File: src/rtl/rca_seq_pkg.sv
// Shared types and constants for the chunked ripple-carry add controller.
// State enum, chunk width and the chunk-count helper live here.
package rca_seq_pkg;

    typedef enum logic [1:0] {
        IDLE = 2'd0,
        RUN  = 2'd1,
        DONE = 2'd2
    } state_t;

    localparam int CHUNK_W = 4;

    function automatic int num_chunks(input int width);
        return width / CHUNK_W;
    endfunction

endpackage

File: src/rtl/rca_seq_adder_ctrl_rca4.sv
// 4-bit ripple-carry adder: one full-adder cell per bit, carry rippling LSB to MSB.
module rca_seq_adder_ctrl_rca4 (
    input  logic [3:0] a,
    input  logic [3:0] b,
    input  logic       cin,
    output logic [3:0] s,
    output logic       cout
);

    logic [4:0] c;

    assign c[0] = cin;

    for (genvar gi = 0; gi < 4; gi++) begin : g_fa
        assign s[gi]    = a[gi] ^ b[gi] ^ c[gi];
        assign c[gi+1]  = (a[gi] & b[gi]) | (c[gi] & (a[gi] ^ b[gi]));
    end

    assign cout = c[4];

endmodule

File: src/rtl/rca_seq_adder_ctrl.sv
// Wide add built by stepping one shared RCA4 over WIDTH/4 chunks, LSB chunk first.
// Optional subtract mode and signed overflow flag are enabled by RCA_SEQ_SUBTRACT_EN.
module rca_seq_adder_ctrl #(
    parameter int WIDTH = 16
) (
    input  logic             clk,
    input  logic             rst_n,
    input  logic             start,
    input  logic [WIDTH-1:0] a,
    input  logic [WIDTH-1:0] b,
    input  logic             carryInput,
    output logic             busy,
    output logic             done,
    output logic [WIDTH-1:0] sum,
    output logic             carryOutput
`ifdef RCA_SEQ_SUBTRACT_EN
    ,
    input  logic             sub,
    output logic             overflow
`endif
);

    import rca_seq_pkg::*;

    localparam int N     = num_chunks(WIDTH);
    localparam int IDX_W = $clog2(N);
    localparam logic [IDX_W-1:0] LAST_IDX = IDX_W'(N - 1);

    state_t           state_q, state_d;
    logic [IDX_W-1:0] idx_q, idx_d;
    logic             carry_q, carry_d;
    logic [WIDTH-1:0] a_q, a_d;
    logic [WIDTH-1:0] b_q, b_d;
    logic [WIDTH-1:0] sum_q, sum_d;
    logic             cout_q, cout_d;
    logic             done_q, done_d;
    logic             busy_q, busy_d;

    logic [CHUNK_W-1:0] a_chunk;
    logic [CHUNK_W-1:0] b_chunk;
    logic [CHUNK_W-1:0] rca_s;
    logic               rca_co;

`ifdef RCA_SEQ_SUBTRACT_EN
    logic sub_q, sub_d;
    logic ovf_q, ovf_d;
`endif

    assign a_chunk = a_q[idx_q*CHUNK_W +: CHUNK_W];

    // Subtraction feeds the inverted B chunk; the +1 comes in through the carry reg.
`ifdef RCA_SEQ_SUBTRACT_EN
    assign b_chunk = b_q[idx_q*CHUNK_W +: CHUNK_W] ^ {CHUNK_W{sub_q}};
`else
    assign b_chunk = b_q[idx_q*CHUNK_W +: CHUNK_W];
`endif

    rca_seq_adder_ctrl_rca4 u_rca4 (
        .a    (a_chunk),
        .b    (b_chunk),
        .cin  (carry_q),
        .s    (rca_s),
        .cout (rca_co)
    );

    always_comb begin
        state_d = state_q;
        idx_d   = idx_q;
        carry_d = carry_q;
        a_d     = a_q;
        b_d     = b_q;
        sum_d   = sum_q;
        cout_d  = cout_q;
        done_d  = 1'b0;
        busy_d  = busy_q;
`ifdef RCA_SEQ_SUBTRACT_EN
        sub_d   = sub_q;
        ovf_d   = ovf_q;
`endif
        case (state_q)
            IDLE: begin
                if (start) begin
                    a_d     = a;
                    b_d     = b;
                    sum_d   = '0;
                    idx_d   = '0;
                    busy_d  = 1'b1;
                    state_d = RUN;
`ifdef RCA_SEQ_SUBTRACT_EN
                    sub_d   = sub;
                    carry_d = sub ? 1'b1 : carryInput;
`else
                    carry_d = carryInput;
`endif
                end
            end
            RUN: begin
                sum_d[idx_q*CHUNK_W +: CHUNK_W] = rca_s;
                carry_d = rca_co;
                idx_d   = idx_q + 1'b1;
                if (idx_q == LAST_IDX) begin
                    cout_d  = rca_co;
                    done_d  = 1'b1;
                    state_d = DONE;
`ifdef RCA_SEQ_SUBTRACT_EN
                    // Signed overflow: operands agree in sign but the result does not.
                    ovf_d = (a_chunk[CHUNK_W-1] == b_chunk[CHUNK_W-1]) &&
                            (rca_s[CHUNK_W-1] != a_chunk[CHUNK_W-1]);
`endif
                end
            end
            DONE: begin
                busy_d  = 1'b0;
                state_d = IDLE;
            end
            default: begin
                busy_d  = 1'b0;
                state_d = IDLE;
            end
        endcase
    end

    always_ff @(posedge clk) begin
        if (!rst_n) begin
            state_q <= IDLE;
            idx_q   <= '0;
            carry_q <= 1'b0;
            a_q     <= '0;
            b_q     <= '0;
            sum_q   <= '0;
            cout_q  <= 1'b0;
            done_q  <= 1'b0;
            busy_q  <= 1'b0;
`ifdef RCA_SEQ_SUBTRACT_EN
            sub_q   <= 1'b0;
            ovf_q   <= 1'b0;
`endif
        end else begin
            state_q <= state_d;
            idx_q   <= idx_d;
            carry_q <= carry_d;
            a_q     <= a_d;
            b_q     <= b_d;
            sum_q   <= sum_d;
            cout_q  <= cout_d;
            done_q  <= done_d;
            busy_q  <= busy_d;
`ifdef RCA_SEQ_SUBTRACT_EN
            sub_q   <= sub_d;
            ovf_q   <= ovf_d;
`endif
        end
    end

    assign busy        = busy_q;
    assign done        = done_q;
    assign sum         = sum_q;
    assign carryOutput = cout_q;
`ifdef RCA_SEQ_SUBTRACT_EN
    assign overflow    = ovf_q;
`endif

endmodule

File: config.mk
export PLATFORM = sky130hd
export DESIGN_NAME = rca_seq_adder_ctrl
export DESIGN_NICKNAME = d
export VERILOG_FILES = /design/src/rtl/rca_seq_pkg.sv /design/src/rtl/rca_seq_adder_ctrl_rca4.sv /design/src/rtl/rca_seq_adder_ctrl.sv
export SDC_FILE = /design/constraint.sdc
export NUM_CORES = 1
export LEC_CHECK = 0
export BUFFER_PORTS_ARGS = -buffer_cell sky130_fd_sc_hd__buf_2
export CORE_ASPECT_RATIO = 0.75
export CORE_UTILIZATION = 49
export DETAILED_ROUTE_END_ITERATION = 8
export PLACE_DENSITY = 0.75
export RECOVER_POWER = 100
export SETUP_SLACK_MARGIN = 0.4
export SYNTH_ARGS = -nofsm -noshare
export SYNTH_HDL_FRONTEND = slang
export SYNTH_SLANG_ARGS = --single-unit
File: constraint.sdc
create_clock -name clk -period 2.9 [get_ports clk]
set_input_delay 0.435 -clock clk [delete_from_list [all_inputs] [get_ports clk]]
set_output_delay 0.435 -clock clk [all_outputs]
set_load 0.01 [all_outputs]
# [Word-level counts from Yosys, hierarchy flattened]
# Cells that the tools add are included.
[totals] reg_bits=56 in_bits=36 out_inout_bits=19 word_cells=61
[classes] n_addsub=2 n_eq_ne=4 shift=4 mux=13 bitwise_logic=21 reduce_logical=8
[ops] cell="$neg A4 Y34" count=1
[ops] cell="$shift A4 B34 Y16 const A" count=1
[ops] cell="$shiftx A4 B34 Y16" count=1
[ops] cell="$pmux W16 S2" count=1
[ops] cell="$shiftx A16 B5 Y4" count=2
[ops] cell="$bwmux W16" count=1
[ops] cell="$mux W16" count=1
[ops] cell="$reduce_and A2 Y1" count=6
[ops] cell="$and A1 B1 Y1" count=8
[ops] cell="$pmux W2 S2" count=2
[ops] cell="$xor A1 B1 Y1" count=8
[ops] cell="$mux W2" count=3
[ops] cell="$ne A2 B2 Y1 const B" count=2
[ops] cell="$or A1 B1 Y1" count=4
[ops] cell="$pmux W1 S2" count=2
[ops] cell="$mux W1" count=3
[ops] cell="$add A2 B1 Y2 const B" count=1
[ops] cell="$eq A2 B1 Y1 const B" count=1
[ops] cell="$eq A2 B2 Y1 const B" count=1
[ops] cell="$logic_not A2 Y1" count=1
[ops] cell="$reduce_bool A2 Y1" count=1
[ops] cell="$not A1 Y1" count=1

# [Logic depth before layout (Yosys ltp)]
[depth] depth_word=12 depth_mapped=12 depth_no_buf=11

# [Hierarchy]
# Synthesis repeated with hierarchy kept, for this count alone.
[unflattened] hier_cells=273 area_unflattened_um2=2462.4
[by_module_without_submodules] mod="rca_seq_adder_ctrl" n_inst=1 cells_per_inst=259 area_each_um2=2344.7 seq_area_each_um2=1121.1
[by_module_without_submodules] mod="rca_seq_adder_ctrl_rca4" n_inst=1 cells_per_inst=14 area_each_um2=117.6 seq_area_each_um2=0.0

# [Worst setup path before layout]
# OpenSTA, ideal clock, no wires.
[synth_timing] kind="register to register" from="register idx_q[0]" to="register sum_q[11] (netlist: sum[11])" setup_time_ns=0.117 arrival_time_ns=2.738 required_time_ns=2.783 slack_ns=0.044 path_stages_with_launch=12 n_path_buf=1 synth_period_minus_slack_ns=2.856 path_cell_list="dfxtp_1 -> buf_2 -> mux4_2 -> inv_1 -> fa_1 -> inv_1 -> fa_1 -> inv_1 -> fa_1 -> inv_1 -> fa_1 -> a32o_1"
[synth_between] elab_chain_len=12 elab_cells_between_ends=24 classes_between="add/sub: 1; shift: 4; mux: 2; bitwise: 17"
[synth_lines] item="start, declared" line="rca_seq_adder_ctrl.sv:30" source="logic [IDX_W-1:0] idx_q, idx_d;"
[synth_lines] item="start signal, assigned" line="rca_seq_adder_ctrl.sv:140" source="idx_q <= idx_d;"
[synth_lines] item="$shiftx A16 B5 Y4, on equally long branches" line="rca_seq_adder_ctrl.sv:49, rca_seq_adder_ctrl.sv:55"
[synth_lines] item="$xor A1 B1 Y1" line="rca_seq_adder_ctrl_rca4.sv:15, rca_seq_adder_ctrl_rca4.sv:16"
[synth_lines] item="$and A1 B1 Y1" line="rca_seq_adder_ctrl_rca4.sv:16" source="assign c[gi+1] = (a[gi] & b[gi]) | (c[gi] & (a[gi] ^ b[gi]));"
[synth_lines] item="$or A1 B1 Y1" line="rca_seq_adder_ctrl_rca4.sv:16"
[synth_lines] item="$and A1 B1 Y1" line="rca_seq_adder_ctrl_rca4.sv:16"
[synth_lines] item="$or A1 B1 Y1" line="rca_seq_adder_ctrl_rca4.sv:16"
[synth_lines] item="$and A1 B1 Y1" line="rca_seq_adder_ctrl_rca4.sv:16"
[synth_lines] item="$or A1 B1 Y1" line="rca_seq_adder_ctrl_rca4.sv:16"
[synth_lines] item="$xor A1 B1 Y1" line="rca_seq_adder_ctrl_rca4.sv:15" source="assign s[gi] = a[gi] ^ b[gi] ^ c[gi];"
[synth_lines] item="$shiftx A4 B34 Y16" line="rca_seq_adder_ctrl.sv:98" source="sum_d[idx_q*CHUNK_W +: CHUNK_W] = rca_s;"
[synth_lines] item="$bwmux W16 (*)" line="rca_seq_adder_ctrl.sv:98"
[synth_lines] item="$pmux W16 S2 (*)" line="rca_seq_adder_ctrl.sv:80" source="case (state_q)"
[synth_lines] item="end signal, assigned" line="rca_seq_adder_ctrl.sv:144" source="sum_q <= sum_d;"
[synth_lines] item="end, declared" line="rca_seq_adder_ctrl.sv:34" source="logic [WIDTH-1:0] sum_q, sum_d;"
# Every way passes the cells marked *; elsewhere a longest branch is shown, timed or not.
# A chain may end at the register's enable or synchronous reset.

# [Worst setup path after layout]
[layout_timing] from="register idx_q[0]" to="register sum_q[7] (netlist: sum[7])"
# Same word-level chain as after synthesis.

==> impl_metrics.tcl <==
set metrics [dict create \
    status "finished, final reports clean" \
    cts_buffers 5 \
    root_buffer "clkbuf_8" \
    min_path_type "in2reg" \
    place.gp.congestion 0.839 \
    wl_per_cell_um 14.4 \
    grt.overflow.total 0 \
    fin_skew_ns 0.00935 \
    fin_tns_setup_ns 0 \
    clkSinkCount 56 \
    clk_pin_slew_ns 0.10 \
    setup_violations 0 \
    fin_crit_ns 2.69 \
    ant_nets 0 \
    worstMarginPinSlew_ns 1.26 \
    p_int_mw 1.10 \
    yosys_warnings 0 \
    cts_tree "done" \
    grtUsageMet1_pct 31.6 \
    grt_start_max_net_pins 33 \
    seq_area_frac_synth_pct 43.7 \
    core_mm2 0.00495 \
    synth_top_cell_by_area "dfxtp_1" \
    layout_common_cells "78 x nand2_1, 55 x dfxtp_1, 34 x buf_2" \
    grt_use_met2_pct 30.4 \
    ir_drop_v 0.000261 \
    busiest_layer "met1" \
    placed_cell_area_mm2 0.00286 \
    areaGrowthSynthToFinish_pct 14.1 \
    vias_per_cell 5.34 \
    dieArea_mm2 0.00553 \
    grt_use_total_pct 20.8 \
    ys_ff_latch 56 \
    final_area_mm2 0.00293 \
    insertion_delay_ns 0.31 \
    io_pins 55 \
    die_h_um 64.7 \
    remaining_drc_errors 0 \
    rsz0062_at_grt "yes" \
    max_slew_margin_pct 15.7 \
    netlist_area_mm2 0.00256 \
    crit_arrival_ns 2.89 \
    drive_gt1_share_pct 20.5 \
    antenna-diode-count 0 \
    fin_nets 365 \
    power-per-cell-area_mw_per_mm2 515 \
    net-switching-power_uw 406 \
    whs_ns 0.349 \
    first_pass_iters 4 \
    first_iter_violations 146 \
    wl_um 5490 \
    row_count 22 \
    critPathCaptureType "flip-flop" \
    crit_path_start_kind "flip-flop" \
    cp.required_ns 3.10 \
    layout_commonest_cell "nand2_1" \
    yosys.area.top_type_share_pct 43.7 \
    grt.met3_usage_pct 3.82 \
    synthTopCellsByArea "dfxtp_1 44%, nand2_1 11%, a21boi_1 8.8%" \
    die_x_um 85.5 \
    dpl.hpwl_um 3960 \
    num_vias 2041 \
    grt_pass1_vias 1833 \
    critPathMaxFanout 5 \
    max_freq_ghz 0.372 \
    port_buffers 54 \
    yosysUniqueCellTypes 38 \
    grt_pass1_wl_um 8870 \
    critical_path_class "reg2reg" \
    cts_max_path_buffers 2 \
    p_sw_share_pct 26.9 \
    cts_hold_buf 0 \
    antenna_found_initial 0 \
    post-route-period-util_pct 92.6 \
    seq_power_share_pct 55.0 \
    slew_violations 0 \
    initial_core_util_pct 51.8 \
    worst_slack_ns 0.214 \
    maxCapViolCount 0 \
    leakagePower_nw 1.16 \
    final-instance-count-excl-fill 382 \
    combPwrFrac_pct 15.3 \
    syn_nets 315 \
    dp_cells 372 \
    clock_power_share_pct 29.7 \
    netlist_instances 271 \
    place_ws_ns 0.219 \
    finalHoldViolCount 0 \
    syn_area_per_cell_um2 9.46 \
    cts.htree.levels 2 \
]
timing repair:
item                                    4_1_cts  5_1_grt
endpoints found under the setup margin        6        6
pin swaps                                     1        2
buffers inserted                              2        0
gates resized for setup                       1        2
worst max-delay path, stage by stage, from the launching register on:
cell and delay [ns]:
dfxtp_4 0.38, mux4_2 0.32, inv_1 0.05, fa_1 0.40, inv_2 0.07, fa_2 0.18, inv_2 0.04, fa_1 0.36
inv_2 0.06, fa_1 0.47, a32o_1 0.24
power groups by stage:
stage	Clock [mW]	Combinational, mW	Sequential [mW]
finish	0.447	0.231	0.830
global route	0.481	0.256	0.835
CTS	0.448	0.242	0.830
detailed placement	0	0.233	0.850
global placement	0	0.231	0.849
floorplan	0	0.176	0.840
layout make-up:
cell class              instances  area [µm²]
inverters                      13        48.8
clock buffers                   6        82.6
repair buffers                 62         302
fillers                       480        2030
clock inverters                 2        15.0
flip-flops and latches         56        1120
multi-input cells             183        1280
well taps                      60        75.1
state kept, by name (all words and copies together), names as in the netlist:
register     flops
carryOutput      1
busy             1
state_q          2
carry_q          1
b_q             16
done             1
a_q             16
idx_q            2
sum             16
path summary, 6_finish.rpt:
kind | startpoint | to | slack (ns) | cells past startpoint
worst min register to register | a_q[10] | a_q[10] | 0.47 | 2
worst max-delay path | idx_q[0] | sum[7] | 0.21 | 10
worst min-delay path | a[5] | a_q[5] | 0.35 | 3
worst max register to register | idx_q[0] | sum[7] | 0.21 | 10
kinds of logic after synthesis:
| group | count (synthesis) | share of synthesized area, % |
|---|---|---|
| buffers and inverters | 32 | 6.05 |
| multiplexers | 9 | 7.41 |
| flip-flops | 56 | 43.7 |
| AO/OA/AOI/OAI | 64 | 18.4 |
| AND/OR/NAND/NOR | 102 | 19.3 |
| adder cells (fa/ha/maj) | 8 | 5.07 |
cells in the mapped netlist:
library cell   n
a21boi_0       3
a21boi_1      30
a21o_1         4
a21oi_1        6
a32o_1         8
and3_1         2
and4b_1        2
buf_1          1
buf_2          7
buf_4          3
buf_6          2
clkbuf_1       6
dfxtp_1       56
fa_1           4
ha_1           4
inv_1         13
mux2i_1        1
mux4_2         8
nand2_1       78
nand2b_1       4
nand2b_4       1
nand3_1        1
nand3b_1       1
nand3b_4       1
nor2_1         2
nor2b_1        2
nor3_1         1
nor3b_4        1
nor4_1         1
nor4b_1        1
o21ai_0        2
o221ai_1       1
o22ai_1        9
o311a_1        1
or3_1          1
or3b_1         1
or4_4          1
or4b_4         1
routing by layer:
layer  part of all wire [%]  wire (µm)  vias up
li1                       -          -     1032
met1                     50       2770      937
met2                     42       2290       68
met3                    7.0        385        4
met4                   0.71         39        0
met5                      0          0        -
stage by stage:
stage	utilization [%]	power [mW]
global route	59.1	1.57
detailed placement	57.8	1.08
finish	59.1	1.51
CTS	60.1	1.52
floorplan	-	1.02
global placement	57.8	1.08
No activity file was read; power rests on OpenSTA's default activity.
